--- config.mk ---
export PLATFORM = sky130hd
export DESIGN_NAME = uart_cmd_parser_flat
export DESIGN_NICKNAME = d
export VERILOG_FILES = /design/src/rtl/uart_cmd_parser_if.sv /design/src/rtl/uart_cmd_parser.sv /design/src/flat_wrapper.sv
export SDC_FILE = /design/constraint.sdc
export NUM_CORES = 1
export LEC_CHECK = 0
export ABC_AREA = 1
export CAP_MARGIN = 10
export CORE_UTILIZATION = 54
export CTS_CLUSTER_DIAMETER = 50
export DETAILED_ROUTE_END_ITERATION = 7
export PLACE_DENSITY = 0.81
export SETUP_SLACK_MARGIN = 0.4
export SKIP_CTS_REPAIR_TIMING = 1
export SLEW_MARGIN = 30
export SYNTH_ARGS = -nofsm -noshare
export SYNTH_HDL_FRONTEND = slang
export SYNTH_SLANG_ARGS = --single-unit
export TNS_END_PERCENT = 1
--- constraint.sdc ---
create_clock -name ex_clk -period 3.9 [get_ports ex_clk]
set_input_delay 0.585 -clock ex_clk [delete_from_list [all_inputs] [get_ports ex_clk]]
set_output_delay 0.585 -clock ex_clk [all_outputs]
set_load 0.01 [all_outputs]
--- src/rtl/uart_cmd_parser_if.sv ---
// Byte-stream and command-handshake bundle for uart_cmd_parser.
// slave: the parser itself; master: the UART receiver / SD FSM side.
interface uart_cmd_parser_if;
    logic [7:0]  rx_data;
    logic        rx_valid;
    logic        cmd_ready;
    logic        cmd_valid;
    logic [3:0]  host_cmd;
    logic [5:0]  uart_cmd;
    logic [31:0] cmd_arg;
    logic        frame_err;
    logic [1:0]  err_code;
    logic        busy;

    modport slave (
        input  rx_data, rx_valid, cmd_ready,
        output cmd_valid, host_cmd, uart_cmd, cmd_arg, frame_err, err_code, busy
    );

    modport master (
        output rx_data, rx_valid, cmd_ready,
        input  cmd_valid, host_cmd, uart_cmd, cmd_arg, frame_err, err_code, busy
    );
endinterface

--- src/rtl/uart_cmd_parser.sv ---
// Parses SYNC/HOST/CMD/ARG3..ARG0[/CHK] UART frames into a held SD command.
// Define UART_CMD_CHECKSUM_EN to add the trailing XOR checksum byte and error code 10.
module uart_cmd_parser #(
    parameter int unsigned TIMEOUT_CYCLES = 50000,
    parameter logic [7:0]  SYNC_BYTE      = 8'hA5
) (
    input  logic              ex_clk,
    input  logic              reset,
    uart_cmd_parser_if.slave  io_bus
);

    localparam int unsigned   TO_W    = (TIMEOUT_CYCLES > 2) ? $clog2(TIMEOUT_CYCLES) : 1;
    localparam logic [TO_W-1:0] TO_LAST = TO_W'(TIMEOUT_CYCLES - 1);

    typedef enum logic [2:0] {
        S_IDLE,
        S_HOST,
        S_CMD,
        S_ARG,
        S_CHK,
        S_HOLD
    } state_t;

    typedef enum logic [1:0] {
        E_NONE     = 2'b00,
        E_HEADER   = 2'b01,
        E_CHECKSUM = 2'b10,
        E_TIMEOUT  = 2'b11
    } err_t;

    state_t            r_state;
    state_t            w_next_state;
    logic [3:0]        r_host;
    logic [5:0]        r_cmd;
    logic [31:0]       r_arg;
    logic [1:0]        r_arg_cnt;
    logic [TO_W-1:0]   r_to_cnt;
    logic              r_frame_err;
    err_t              r_err_code;

    logic              w_ld_host;
    logic              w_ld_cmd;
    logic              w_ld_arg;
    logic              w_err;
    err_t              w_err_code;
    logic              w_timed;
    logic              w_timeout;
    logic [TO_W-1:0]   w_to_inc;

`ifdef UART_CMD_CHECKSUM_EN
    logic [7:0]        r_chk;
`endif

    assign w_timed   = (r_state inside {S_HOST, S_CMD, S_ARG, S_CHK});
    assign w_to_inc  = r_to_cnt + TO_W'(1);
    // The error fires on the idle cycle in which the counter would reach TIMEOUT_CYCLES-1.
    assign w_timeout = w_timed && !io_bus.rx_valid && (w_to_inc == TO_LAST);

    // NOTE: sequential state uses non-blocking assignments so every register samples pre-edge values.
    always_ff @(posedge ex_clk) begin
        if (reset) begin
            r_state <= S_IDLE;
        end else begin
            r_state <= w_next_state;
        end
    end

    // NOTE: every signal driven here gets a default first so no path infers a latch.
    always_comb begin
        w_next_state = r_state;
        w_ld_host    = 1'b0;
        w_ld_cmd     = 1'b0;
        w_ld_arg     = 1'b0;
        w_err        = 1'b0;
        w_err_code   = E_NONE;

        case (r_state)
            S_IDLE: begin
                if (io_bus.rx_valid && (io_bus.rx_data == SYNC_BYTE)) begin
                    w_next_state = S_HOST;
                end
            end

            S_HOST: begin
                if (io_bus.rx_valid) begin
                    if (io_bus.rx_data[7:4] == 4'h0) begin
                        w_ld_host    = 1'b1;
                        w_next_state = S_CMD;
                    end else begin
                        w_err        = 1'b1;
                        w_err_code   = E_HEADER;
                        w_next_state = S_IDLE;
                    end
                end
            end

            S_CMD: begin
                if (io_bus.rx_valid) begin
                    if (io_bus.rx_data[7:6] == 2'b01) begin
                        w_ld_cmd     = 1'b1;
                        w_next_state = S_ARG;
                    end else begin
                        w_err        = 1'b1;
                        w_err_code   = E_HEADER;
                        w_next_state = S_IDLE;
                    end
                end
            end

            S_ARG: begin
                if (io_bus.rx_valid) begin
                    w_ld_arg = 1'b1;
                    if (r_arg_cnt == 2'd3) begin
`ifdef UART_CMD_CHECKSUM_EN
                        w_next_state = S_CHK;
`else
                        w_next_state = S_HOLD;
`endif
                    end
                end
            end

            S_CHK: begin
`ifdef UART_CMD_CHECKSUM_EN
                if (io_bus.rx_valid) begin
                    if (io_bus.rx_data == r_chk) begin
                        w_next_state = S_HOLD;
                    end else begin
                        w_err        = 1'b1;
                        w_err_code   = E_CHECKSUM;
                        w_next_state = S_IDLE;
                    end
                end
`else
                w_next_state = S_IDLE;
`endif
            end

            S_HOLD: begin
                // Any byte arriving here is dropped, even one coinciding with cmd_ready.
                if (io_bus.cmd_ready) begin
                    w_next_state = S_IDLE;
                end
            end

            default: begin
                w_next_state = S_IDLE;
            end
        endcase

        if (w_timeout) begin
            w_err        = 1'b1;
            w_err_code   = E_TIMEOUT;
            w_next_state = S_IDLE;
        end
    end

    always_ff @(posedge ex_clk) begin
        if (reset) begin
            r_host      <= '0;
            r_cmd       <= '0;
            r_arg       <= '0;
            r_arg_cnt   <= '0;
            r_to_cnt    <= '0;
            r_frame_err <= 1'b0;
            r_err_code  <= E_NONE;
        end else begin
            r_frame_err <= w_err;
            if (w_err) begin
                r_err_code <= w_err_code;
            end

            if (w_ld_host) begin
                r_host <= io_bus.rx_data[3:0];
            end
            if (w_ld_cmd) begin
                r_cmd <= io_bus.rx_data[5:0];
            end

            if (w_ld_cmd) begin
                r_arg_cnt <= '0;
            end else if (w_ld_arg) begin
                r_arg_cnt <= r_arg_cnt + 2'd1;
            end
            if (w_ld_arg) begin
                r_arg <= {r_arg[23:0], io_bus.rx_data};
            end

            if (w_timed && !io_bus.rx_valid && !w_timeout) begin
                r_to_cnt <= w_to_inc;
            end else begin
                r_to_cnt <= '0;
            end
        end
    end

`ifdef UART_CMD_CHECKSUM_EN
    always_ff @(posedge ex_clk) begin
        if (reset) begin
            r_chk <= '0;
        end else if (r_state == S_IDLE) begin
            r_chk <= '0;
        end else if (w_ld_host || w_ld_cmd || w_ld_arg) begin
            r_chk <= r_chk ^ io_bus.rx_data;
        end
    end
`endif

    assign io_bus.cmd_valid = (r_state == S_HOLD);
    assign io_bus.busy      = (r_state != S_IDLE);
    assign io_bus.host_cmd  = r_host;
    assign io_bus.uart_cmd  = r_cmd;
    assign io_bus.cmd_arg   = r_arg;
    assign io_bus.frame_err = r_frame_err;
    assign io_bus.err_code  = r_err_code;

    a_err_single: assert property (@(posedge ex_clk) disable iff (reset)
        r_frame_err |=> !r_frame_err);

    a_hold_stable: assert property (@(posedge ex_clk) disable iff (reset)
        (r_state == S_HOLD && !io_bus.cmd_ready) |=>
        (r_state == S_HOLD && $stable(r_host) && $stable(r_cmd) && $stable(r_arg)));

endmodule
--- src/flat_wrapper.sv ---
// flat-port wrapper written by rule: the top's interface ports become plain ports
module uart_cmd_parser_flat 
#(
    parameter int unsigned TIMEOUT_CYCLES = 50000,
    parameter logic [7:0]  SYNC_BYTE      = 8'hA5
)
  (ex_clk, reset, io_bus_rx_data, io_bus_rx_valid, io_bus_cmd_ready, io_bus_cmd_valid, io_bus_host_cmd, io_bus_uart_cmd, io_bus_cmd_arg, io_bus_frame_err, io_bus_err_code, io_bus_busy);
  uart_cmd_parser_if io_bus_i ();
  input  logic ex_clk;
  input  logic reset;
  input wire logic [$bits(io_bus_i.rx_data)-1:0] io_bus_rx_data;
  input wire logic [$bits(io_bus_i.rx_valid)-1:0] io_bus_rx_valid;
  input wire logic [$bits(io_bus_i.cmd_ready)-1:0] io_bus_cmd_ready;
  output wire logic [$bits(io_bus_i.cmd_valid)-1:0] io_bus_cmd_valid;
  output wire logic [$bits(io_bus_i.host_cmd)-1:0] io_bus_host_cmd;
  output wire logic [$bits(io_bus_i.uart_cmd)-1:0] io_bus_uart_cmd;
  output wire logic [$bits(io_bus_i.cmd_arg)-1:0] io_bus_cmd_arg;
  output wire logic [$bits(io_bus_i.frame_err)-1:0] io_bus_frame_err;
  output wire logic [$bits(io_bus_i.err_code)-1:0] io_bus_err_code;
  output wire logic [$bits(io_bus_i.busy)-1:0] io_bus_busy;
  assign io_bus_i.rx_data = io_bus_rx_data;
  assign io_bus_i.rx_valid = io_bus_rx_valid;
  assign io_bus_i.cmd_ready = io_bus_cmd_ready;
  assign io_bus_cmd_valid = io_bus_i.cmd_valid;
  assign io_bus_host_cmd = io_bus_i.host_cmd;
  assign io_bus_uart_cmd = io_bus_i.uart_cmd;
  assign io_bus_cmd_arg = io_bus_i.cmd_arg;
  assign io_bus_frame_err = io_bus_i.frame_err;
  assign io_bus_err_code = io_bus_i.err_code;
  assign io_bus_busy = io_bus_i.busy;
  uart_cmd_parser #(.TIMEOUT_CYCLES(TIMEOUT_CYCLES), .SYNC_BYTE(SYNC_BYTE)) u_core (.ex_clk(ex_clk), .reset(reset), .io_bus(io_bus_i));
endmodule
Yosys cells after proc, flatten, opt, wreduce, memory -nomap -nowiden
Cells that the tools add are included.
- logic and storage cells: 69
- RAM bits: 0
- memory bits (read-only): 0
- latch bits: 0
- memories: 0
- bits in registers: 66
- output and inout port bits: 47
- add/subtract/negate cells: 2
- bitwise gates (word level): 1
- divide/modulo/power cells: 0
- reduce and logical (&&, ||, !) cells: 14
- multipliers: 0
- muxes and demuxes: 29
- $lt $le $gt $ge: 0
- equality and inequality tests: 15
- shift-type cells: 0
- operator list (kind ; number):
    2-to-1 mux 3 bit ; 6
    adder 16 x 1 -> 16 bit, second input constant ; 1
    equality test 16 bit, second input constant ; 1
    2-to-1 mux 1 bit ; 15
    case mux 3 bit (5 select lines) ; 1
    2-to-1 mux 2 bit ; 5
    inequality test 2 bit, second input constant ; 5
    equality test 8 bit, second input constant ; 1
    equality test 3 x 2 -> 1 bit, second input constant ; 2
    equality test 3 bit, second input constant ; 2
    AND reduction 6 bit ; 1
    OR reduction 2 bit ; 3
    logical AND 1 bit ; 4
    zero test 4 bit ; 1
    case mux 2 bit (2 select lines) ; 1
    nonzero test 4 bit ; 1
    equality test 3 x 1 -> 1 bit, second input constant ; 1
    zero test 3 bit ; 1
    nonzero test 3 bit ; 1
    adder 2 x 1 -> 2 bit, second input constant ; 1
    equality test 2 x 1 -> 1 bit, second input constant ; 1
    equality test 2 bit, second input constant ; 1
    zero test 1 bit ; 2
    inequality test 2 x 1 -> 1 bit, second input constant ; 1
    2 further kinds ; 2

Depth between registers and ports, before layout
Gate-level depths: netlist of the first run.
- depth in word-level cells: 8
- depth in mapped cells: 13
- mapped depth without buffers: 13

Worst setup path after synthesis of the first run
No wires, ideal clock.
- kind: register to register
- start: reg u_core.r_to_cnt[0]
- end: reg u_core.r_to_cnt[14]
- stages on the path, launching flop included: 14
- required time: 3781 ps
- arrival: 1568 ps
- path slack: 2213 ps
- clock period less this slack: 1687 ps
- library setup time: 119 ps
- path through: dfxtp_1 ha_1 nand2_1 nor2_2 nand2_1 nand2_1 nand2_1 nor2_1 nand3_1 nor2_2 nand2_2 nand3_4 buf_6 nor2_1
- longest elaborated chain between the ends: 7
- ends and longest elaborated chain (item ; RTL line ; source):
    from (decl) ; uart_cmd_parser.sv:37 ; logic [TO_W-1:0] r_to_cnt;
    from (signal assigned) ; uart_cmd_parser.sv:190 ; r_to_cnt <= w_to_inc;
    adder 16 x 1 -> 16 bit * ; uart_cmd_parser.sv:55 ; assign w_to_inc = r_to_cnt + TO_W'(1);
    equality test 16 bit ; uart_cmd_parser.sv:57 ; assign w_timeout = w_timed && !io_bus.rx_valid && (w_to_inc == TO_LAST);
    logical AND 1 bit ; uart_cmd_parser.sv:57 ;
    zero test 1 bit ; uart_cmd_parser.sv:189 ; if (w_timed && !io_bus.rx_valid && !w_timeout) begin
    logical AND 1 bit ; uart_cmd_parser.sv:189 ;
    inverter 1 bit (no line) ; -- ;
    OR reduction 2 bit (no line) ; -- ;
Every way passes the cells marked *; elsewhere a longest branch is shown, timed or not.
A chain may end at the register's enable or synchronous reset.

Worst setup path in the final report of the first run
- start: reg u_core.r_state[0]
- end: out io_bus_busy
- longest elaborated chain between the ends: 1
- ends and longest elaborated chain (item ; RTL line ; source):
    from (decl) ; uart_cmd_parser.sv:31 ; state_t r_state;
    from (signal assigned) ; uart_cmd_parser.sv:64 ; r_state <= w_next_state;
    nonzero test 3 bit ; uart_cmd_parser.sv:210 ; assign io_bus.busy = (r_state != S_IDLE);
    to (decl) ; flat_wrapper.sv:20 ; output wire logic [$bits(io_bus_i.busy)-1:0] io_bus_busy;
No other way between the ends.

==> run summary, run 1 <==
Clk buf depth - 2
Number of global-route vias before repair - 2335
CP Launch Type - flop
Diodes inserted - 0
Post-synth EDFFs - 0
Share of cells above drive strength 1 - 6.346%
Largest net degree at the start of global routing - 37
Tot GR Track Use - 24.57%
Period utilization - 57.32%
Slew Limit Fails - 0
Setup CP Type - flop to primary output
Area contributors post-synth - dfxtp_1, nand2_1, nand3_1, nor2_1, a21oi_1
Root Buffer - clkbuf_8
DR vias/cell - 5.148
Syn Inst Count - 396
First-pass GRT wire length - 10.23 mm
Synth top cells by count - nand2_1, dfxtp_1, nor2_1, nand3_1, a21oi_1
Pwr Density - 333.6 nW/um2
Detailed placement HPWL - 4.530 mm
Layout area overhead - 27.63%
FMAX - 447.3 MHz
Outcome - finished clean
Core area - 5075 um2
Async set-or-reset flop fraction in the synthesized netlist - 0%
CP endpoint kind - primary output
Distinct cells, synth - 25
Slew margin rel. - 69.51%
Ys flop type - dfxtp_1
Max VDD drop - 0.2143 mV
CTS clk-pin slew, worst paths - 0.07 ns
TritonCTS buffer count - 9
Hold WC Path Type - flop to flop
Worst-path maximum fanout - 5
Dpl cell area - 3471 um2
Total number of vias - 2713
CTS tree - built
Cell taking the most area after synthesis - dfxtp_1
Yosys top cell area share - 46.46%
Setup Viol. Count Final - 0
Rows - 26
Die area - 5561 um2
Max_cap viols - 0
# DRC - 0
Slowest Stage Delay on Critical Path - 0.48 ns
CP max-delay cell - clkdlybuf4s50_1
Worst-Margin Slew - 0.4569 ns
Worst-Skew Late Latency - 0.34 ns
Seq cells post-synth - 66
Initial DRC count - 187
Fill count - 451
Overflow after GRT - 0
Die height - 74.57 um
Clk sink count - 66
Avg WL per Cell - 12.40 um
Chip width - 74.57 um
Post-Synthesis Net Count - 412
Nets@finish - 469
Required @ worst endpoint - 3.31 ns
Gpl congestion - 0.8477
Shortest period the worst path allows - 2.235 ns
Detail Route Antenna Nets - 0
Number of I/O pins - 59
Drt pass-1 iters - 4
DRT Wirelength - 6.535 mm
Port bufs - 58
H-Tree Level Count - 3
Multi-input gate area - 1316 um2
Finished Cell Area - 3630 um2
Most frequent cell after synthesis - nand2_1
Synthesized area per cell - 7.182 um2
Mapped Area - 2844 um2
RSZ-0062 raised after global routing - false
CP bufs+invs - 3
Critical path, cell by cell - nor2_1 > inv_1 > nor2_1 > inv_1 > clkdlybuf4s50_1
Fin. Hold Viols - 0
Critical Path AT - 1.65 ns
Setup TNS - 0 ns
Post-synthesis sequential area ratio - 46.46%
Clk_skew - 0.008058 ns
Pleak - 1.271 nW
Warnings from Yosys - 0
Crit path max-delay family - buffers and inverters
Initial antenna violation count - 0
Starting Density - 56.04%
Register area - 1321 um2
cell usage in the layout (no fill, tap or decap):
cell              n
o21ai_1           1
o21ai_0          15
clkinvlp_4        2
clkdlybuf4s50_1  58
clkinv_1          1
mux2_2            1
xor2_1            3
a31oi_1           1
nor2_1           54
nand2_2           2
buf_4             4
dfxtp_1          66
inv_1            35
nand3_1          46
a21oi_1          38
nand3b_1          3
nand2_1          86
xnor2_1           1
nor2_2            6
clkbuf_8          9
nor3_1            6
ha_1              4
o21bai_1          2
o2111ai_1         1
clkinv_2          4
nand3_4           1
nand4_1           7
layout make-up:
cell class / count / share of cell area, %
sequential: 66 / 36.40
timing repair buffer: 62 / 16.82
inverter: 36 / 3.723
clock inverter: 6 / 0.9652
tap: 70 / 2.413
clock buffer: 9 / 3.413
multi-input combinational: 278 / 36.26
where the power goes:
group	leakage (nW)	total (W)	internal, W	switching [W]
clock	0.0806	0.000478	0.000222	0.000256
sequential	0.532	0.000678	0.000676	0.00000214
combinational	0.659	0.0000549	0.0000213	0.0000337
state kept, by name, indices dropped and copies added (netlist names):
signal and cells:
u_core.io_bus.uart_cmd 6, u_core.r_to_cnt 16, u_core.r_arg_cnt 2, u_core.io_bus.frame_err 1, u_core.io_bus.host_cmd 4, u_core.io_bus.err_code 2, u_core.r_state 3, u_core.io_bus.cmd_arg 32
metal layers:
layer | wire length (um) | global-route usage, % | share of wire (%)
met1 | 2944 | 28.74 | 45
met2 | 3214 | 42.24 | 49
met3 | 305 | 5.149 | 4.7
met4 | 70 | 12.79 | 1.1
met5 | 0 | 0 | 0
metrics by stage:
step	std cells	hold slack [ns]	util (%)	setup slack, ns	total power, W
5_1_grt	527	0.4861	71.52	1.549	0.001255
2_1_floorplan	396	0.4446	-	2.213	0.0007231
6_report	527	0.4509	71.52	1.665	0.001211
3_3_place_gp	512	0.4400	68.39	1.474	0.0007477
4_1_cts	527	0.4555	71.52	1.659	0.001220
3_5_place_dp	512	0.4403	68.39	1.453	0.0007483
tightest hold or removal path: cells and delay by family, from the launching register on:
family | cells | cell delay (ns)
AND/OR/NAND/NOR | 2 | 0.11
flip-flops | 1 | 0.31
cells by family (layout without fill, tap and decap cells):
kind of cell / Yosys count / after routing / share of synthesized area (%)
xor gates and xnor gates: 4 / 4 / 1.232
muxes: 1 / 1 / 0.3959
and+or+nand+nor: 211 / 211 / 32.34
buffers and inverters: 52 / 113 / 7.259
AOI/OAI and AO/OA: 58 / 58 / 10.56
adders and majority gates: 4 / 4 / 1.760
DFF: 66 / 66 / 46.46
final timing paths:
kind	cells after the start	slack (ns)	from	to
setup / recovery	5	1.66	u_core.r_state[0]	io_bus_busy
hold / removal	2	0.45	u_core.io_bus.err_code[0]	u_core.io_bus.err_code[0]
setup reg to reg	9	1.95	u_core.r_state[1]	u_core.io_bus.uart_cmd[2]
hold reg to reg	2	0.45	u_core.io_bus.err_code[0]	u_core.io_bus.err_code[0]
(Power assumes the default switching activity.)
==> run 2: changes to the inputs <==
--- a/config.mk
+++ b/config.mk
@@ -7,10 +7,10 @@
 export LEC_CHECK = 0
 export ABC_AREA = 1
 export CAP_MARGIN = 10
-export CORE_UTILIZATION = 54
+export CORE_UTILIZATION = 46
 export CTS_CLUSTER_DIAMETER = 50
 export DETAILED_ROUTE_END_ITERATION = 7
-export PLACE_DENSITY = 0.81
+export PLACE_DENSITY = 0.73
 export SETUP_SLACK_MARGIN = 0.4
 export SKIP_CTS_REPAIR_TIMING = 1
 export SLEW_MARGIN = 30
==> constraint.sdc (replaced) <==
create_clock -name ex_clk -period 1.9 [get_ports ex_clk]
set_input_delay 0.285 -clock ex_clk [delete_from_list [all_inputs] [get_ports ex_clk]]
set_output_delay 0.285 -clock ex_clk [all_outputs]
set_load 0.01 [all_outputs]
==> run 2 against run 1 <==
  * Total power is 140% higher
  * Routed wire length is 11% higher
  * Critical endpoint is now u_core.r_to_cnt[2]
  * Highest routed layer unchanged
  * Global-route usage is 1.4 points lower
  * Worst setup slack worse by 1.5 ns
==> run summary, run 2 (synthesis gave the netlist of run 1 again) <==
Largest net degree at the start of global routing - 36 (-2.7%)
Required @ worst endpoint - 2.12 ns (-1.19 ns)
Fin. Hold Viols - 0 (unchanged)
Slew margin rel. - 61.82% (-7.7 points)
Hold WC Path Type - flop to flop
Worst-Margin Slew - 0.5706 ns (+0.1137 ns)
Diodes inserted - 0 (unchanged)
Share of cells above drive strength 1 - 12.72% (+6.4 points)
Min setup slack post-route - 0.1388 ns (-1.526 ns)
Layout area overhead - 36.74%
Detailed placement HPWL - 4.907 mm (+8.3%)
Drt pass-1 iters - 4 (unchanged)
Gpl congestion - 0.8611 (+1.6%)
CP Launch Type - flop
Critical Path Most Common Cell - nand2_1
Number of global-route vias before repair - 2530 (+8.4%)
# DRC - 0 (unchanged)
CTS tree - built
Critical Path AT - 1.98 ns (+0.33 ns)
DR vias/cell - 5.145 (about the same)
Slowest Stage Delay on Critical Path - 0.38 ns (-0.10 ns)
Core area - 5956 um2 (+17%)
Fill count - 530 (+18%)
Starting Density - 47.75% (-8.3 points)
Max_cap viols - 0 (unchanged)
Port bufs - 58 (unchanged)
Worst-Skew Late Latency - 0.34 ns (about the same)
Number of I/O pins - 59 (unchanged)
Initial antenna violation count - 0 (unchanged)
CP endpoint kind - flop
Max VDD drop - 0.5145 mV (+140%)
CP max-delay cell - dfxtp_1
Total number of vias - 2773 (+2.2%)
Overall power - 0.002927 W (+140%)
Leading cell type in the layout, fill and taps excluded - nand2_1
Commonest non-fill, non-tap cells in the layout - nand2_1, dfxtp_1, clkdlybuf4s50_1, nor2_1, nand3_1
Die area - 6501 um2 (+17%)
Pre-CTS setup slack - 0.07990 ns (-1.373 ns)
Rows - 28 (+7.7%)
Shortest period the worst path allows - 1.761 ns
Slew Limit Fails - 0 (unchanged)
Min-delay src - u_core.r_to_cnt[0]
Largest register FFs - 32 (unchanged)
DRT Wirelength - 7.280 mm (+11%)
Clk buf depth - 2 (unchanged)
First-pass GRT wire length - 11.55 mm (+13%)
R2r worst-path depth - 11 (+2)
TritonCTS buffer count - 9 (unchanged)
Worst-path maximum fanout - 8 (+3)
Critical R2R Launch - u_core.r_to_cnt[6]
H-Tree Level Count - 3 (unchanged)
Initial DRC count - 177 (-5.3%)
Pleak - 1.400 nW (+10%)
Root Buffer - clkbuf_8
CTS clk-pin slew, worst paths - 0.08 ns (about the same)
Overflow after GRT - 0 (unchanged)
RSZ-0062 raised after global routing - true
Clk sink count - 66 (unchanged)
Period utilization - 92.70%
Hold EP - u_core.r_to_cnt[0]
Tot GR Track Use - 23.20% (-1.4 points)
FMAX - 567.8 MHz
Outcome - finished clean
Setup CP Type - flop to flop
Clk_skew - 0.01044 ns (+0.002382 ns)
Setup Viol. Count Final - 0 (unchanged)
Die height - 80.63 um (+8.1%)
Avg WL per Cell - 13.51 um (+8.9%)
Detail Route Antenna Nets - 0 (unchanged)
Worst reg2reg setup slack - 0.14 ns (-1.81 ns)
Chip width - 80.63 um (+8.1%)
Nets@finish - 475 (+1.3%)
Reg2reg end - u_core.r_to_cnt[2]
Pwr Density - 752.6 nW/um2 (+130%)
Hold Path Stages - 1 (-1)
Critical path, cell by cell - nand2_1 > nor2_1 > nand2_1 > nand2_1 > nand2_1 > nor2_1 > nand2_1 > nor2_4 > nand2_2 > nand3_4 > nor2_1
==> run 2: final cells by class <==
| class | count | area [um2] | area share, % |
|---|---|---|---|
| Inverter | 36 | 135.1 | 3.475 |
| Tap cell | 75 | 93.84 | 2.413 |
| Clock buffer | 9 | 123.9 | 3.185 |
| Sequential cell | 66 | 1336 | 34.36 |
| Timing Repair Buffer | 67 | 653.1 | 16.80 |
| Multi-Input combinational cell | 279 | 1429 | 36.74 |
| Clock inverter | 7 | 117.6 | 3.024 |
==> run 2: worst max-delay path by stage <==
stage                            start                   endpoint  slack (ns)
detailed placement   io_bus_rx_data[5]  u_core.io_bus.host_cmd[3]        0.08
global placement       io_bus_rx_valid          u_core.r_state[2]        0.14
CTS                  u_core.r_state[0]                io_bus_busy       -0.08
finish              u_core.r_to_cnt[6]         u_core.r_to_cnt[2]        0.14
global route        u_core.r_to_cnt[1]         u_core.r_to_cnt[2]       -0.01
floorplan           u_core.r_to_cnt[1]        u_core.r_to_cnt[14]        0.30
==> run 2: where the power goes <==
part           internal (W)  switching (W)  leakage (nW)
combinational     0.0000478      0.0000762         0.741
clock              0.000871       0.000541         0.123
sequential          0.00139     0.00000523         0.536
==> run 2: through the flow <==
stage | cell area (um2) | setup TNS (ns) | cells | hold slack [ns] | utilization (%)
CTS | 3791 | -0.07735 | 538 | 0.4642 | 63.66
detailed placement | 3550 | 0 | 522 | 0.4535 | 59.60
finish | 3889 | 0 | 539 | 0.4615 | 65.29
global placement | 3550 | 0 | 522 | 0.4412 | 59.60
global route | 3889 | -0.01533 | 539 | 0.4793 | 65.29
floorplan | 2879 | 0 | 396 | 0.4199 | -
==> run 2: worst max-delay path, delay by kind of cell, from the launching register on <==
kind             cells  cell delay, ns
and+or+nand+nor     11            1.25
DFF                  1            0.38
==> run 2: metal layers <==
metal | share of wire [%] | routed length [um] | GRT usage [%] | vias to the layer above
met5 | 0 | 0 | 0 | -
met4 | 0.71 | 52 | 7.143 | 0
met3 | 4.8 | 346 | 7.841 | 4
met2 | 50 | 3618 | 37.71 | 75
met1 | 45 | 3263 | 28.74 | 1279
li1 | - | - | - | 1415
==> run 3: changes to the inputs <==
--- a/config.mk
+++ b/config.mk
@@ -10,7 +10,7 @@
 export CORE_UTILIZATION = 46
 export CTS_CLUSTER_DIAMETER = 50
 export DETAILED_ROUTE_END_ITERATION = 7
-export PLACE_DENSITY = 0.73
+export PLACE_DENSITY = 0.76
 export SETUP_SLACK_MARGIN = 0.4
 export SKIP_CTS_REPAIR_TIMING = 1
 export SLEW_MARGIN = 30
==> run 3 against run 2 <==
  * Sequential cell count unchanged
  * First-iteration DRC count up 27%
  * Combinational power up 4%
  * Design area up 3.4%
  * Final cell count up 0.19%
  * Critical path depth down 2
  * Clock-buffer cell count unchanged
  * Total power down 11%
  * Via count up 2.6%
  * Sequential power about the same
  * Critical endpoint is now u_core.r_to_cnt[12]
  * Largest cell class unchanged
  * Largest power group is now registers
  * Highest routed layer unchanged
==> run summary, run 3 (synthesis gave the netlist of run 1 again) <==
Nets@finish - 476 (+0.21%)
Diodes inserted - 0 (unchanged)
CP Launch Type - flop
Multi-input gate area - 1471 um2 (+3.0%)
Flop pwr share - 53.5% (+6.0 points)
WHS - 0.2726 ns (-0.1889 ns)
Chip width - 80.63 um (unchanged)
Die height - 80.63 um (unchanged)
Starting Density - 47.75% (unchanged)
Power Internal - 0.001909 W (-17%)
H-Tree Level Count - 3 (unchanged)
Overflow after GRT - 0 (unchanged)
CP endpoint kind - flop
Largest net degree at the start of global routing - 36 (unchanged)
Pleak - 2.206 nW (+58%)
Number of I/O pins - 59 (unchanged)
Met3 WL post-DR - 395 um (+14%)
Rows - 28 (unchanged)
Commonest non-fill, non-tap cells in the layout - nand2_1, dfxtp_1, dlymetal6s2s_1, nor2_1, nand3_1
Worst-Margin Slew - 0.5543 ns (-0.01634 ns)
Core area - 5956 um2 (unchanged)
Finished Cell Area - 4021 um2 (+3.4%)
Tot GR Track Use - 22.72% (-0.48 points)
Initial DRC count - 225 (+27%)
Max VDD drop - 0.5567 mV (+8.2%)
Gpl congestion - 0.8425 (-2.2%)
# DRC - 0 (unchanged)
Dpl cell area - 3550 um2 (unchanged)
Hold WC Path Type - input port to flop
Combinational Power Share - 5.0% (+0.8 points)
Share of cells above drive strength 1 - 17.20% (+4.5 points)
Leading cell type in the layout, fill and taps excluded - nand2_1
Drt pass-1 iters - 4 (unchanged)
Max_cap viols - 0 (unchanged)
CP max-delay cell - dfxtp_4
Initial antenna violation count - 0 (unchanged)
Clk sink count - 66 (unchanged)
Largest register FFs - 32 (unchanged)
CTS tree - built
Critical Path Most Common Cell - nor2_2
FMAX - 560.9 MHz (-1.2%)
Register area - 1348 um2 (+0.84%)
Layout area overhead - 41.40%
Setup CP Type - flop to flop
Worst-Skew Late Latency - 0.36 ns (+0.02 ns)
Net Switching - 0.0006870 W (+10%)
DRT Wirelength - 7.402 mm (+1.7%)
DRT met1 WL - 3.257 mm (-0.18%)
Outcome - finished clean
Clk buf depth - 2 (unchanged)
TritonCTS buffer count - 9 (unchanged)
Die area - 6501 um2 (unchanged)
Setup Viol. Count Final - 0 (unchanged)
Root Buffer - clkbuf_8
First-pass GRT wire length - 11.20 mm (-3.0%)
Port bufs - 58 (unchanged)
Number of global-route vias before repair - 2509 (-0.83%)
Critical path, cell by cell - ha_1 > nand2_1 > nor2_2 > nand3_1 > xor2_1 > nor2_2 > nand2_2 > nand3_4 > nor2_1
Fill count - 528 (-0.38%)
Top sig layer - met4
Period utilization - 93.84% (+1.1 points)
Fin. Hold Viols - 0 (unchanged)
Avg WL per Cell - 13.71 um (+1.5%)
Clk pwr share - 41.5% (-6.7 points)
Slew margin rel. - 63.01% (+1.2 points)
DR vias/cell - 5.270 (+2.4%)
Clk_skew - 0.007906 ns (-0.002534 ns)
Pwr Density - 645.6 nW/um2 (-14%)
Shortest period the worst path allows - 1.783 ns (+0.02166 ns)
Critical Path AT - 2.07 ns (+0.09 ns)
Detailed placement HPWL - 4.872 mm (-0.71%)
Slowest Stage Delay on Critical Path - 0.38 ns (about the same)
Slew Limit Fails - 0 (unchanged)
Required @ worst endpoint - 2.19 ns (+0.07 ns)
Setup TNS - 0 ns (unchanged)
Net Sw Frac - 26.46% (+5.2 points)
Worst-path maximum fanout - 8 (unchanged)
CTS clk-pin slew, worst paths - 0.08 ns (about the same)
Total number of vias - 2846 (+2.6%)
RSZ-0062 raised after global routing - true
DR WL met2 - 3.628 mm (+0.28%)
Detail Route Antenna Nets - 0 (unchanged)
## run 3: changes by cell type in the layout (fill, tap and decap cells not counted), moves of 3 or more
cell / previous run / this run
inv_1: 35 / 29
nand2_2: 2 / 7
dfxtp_1: 58 / 55
inv_2: 0 / 5
buf_6: 0 / 4
buf_4: 9 / 5
nor3_1: 6 / 3
dfxtp_4: 2 / 5
clkinvlp_4: 0 / 3
dlymetal6s2s_1: 2 / 47
clkdlybuf4s50_1: 56 / 10
nand2_1: 85 / 80
bufinv_16: 3 / 0
## run 3: metrics by stage
stage	util (%)	power, W	cells	setup WS (ns)
2_1_floorplan	-	0.001482	396	0.2995
3_5_place_dp	59.60	0.001539	522	0.03254
3_3_place_gp	59.60	0.001539	522	0.06371
5_1_grt	67.52	0.002673	540	-0.02395
6_report	67.52	0.002596	540	0.1171
4_1_cts	62.54	0.002601	538	-0.07315
## run 3: final timing paths
kind	start	endpoint	slack (ns)	cells past startpoint
setup / recovery	u_core.r_to_cnt[0]	u_core.r_to_cnt[12]	0.12	9
hold reg to reg	u_core.io_bus.err_code[0]	u_core.io_bus.err_code[0]	0.45	2
hold / removal	io_bus_rx_data[5]	u_core.io_bus.uart_cmd[5]	0.27	3
setup reg to reg	u_core.r_to_cnt[0]	u_core.r_to_cnt[12]	0.12	9
## run 3: critical path, delay by kind of cell (launching register included)
family | cells | cell delay (ns)
fa+ha+maj | 1 | 0.14
simple gates | 7 | 0.95
flops | 1 | 0.38
xor+xnor | 1 | 0.25
## run 3: layer usage
metal  GRT usage (%)  vias to the layer above
met5               0                        -
met2           36.69                       74
met1           28.25                     1344
met4           11.79                        0
li1                -                     1417
met3           4.773                       11
## run 3: final cells by class
cell class / count / share of cell area, %
Inverter: 36 / 3.423
Multi-Input combinational cell: 279 / 36.59
Timing Repair Buffer: 68 / 19.79
Clock buffer: 9 / 3.080
Sequential cell: 66 / 33.51
Tap cell: 75 / 2.334
Clock inverter: 7 / 1.276
## run 3: power groups by stage
stage	sequential [W]	combinational, W	clock [W]
detailed placement	0.00142	0.000117	0
floorplan	0.00142	0.0000600	0
global placement	0.00142	0.000117	0
CTS	0.00139	0.000117	0.00109
global route	0.00139	0.000139	0.00114
finish	0.00139	0.000129	0.00108
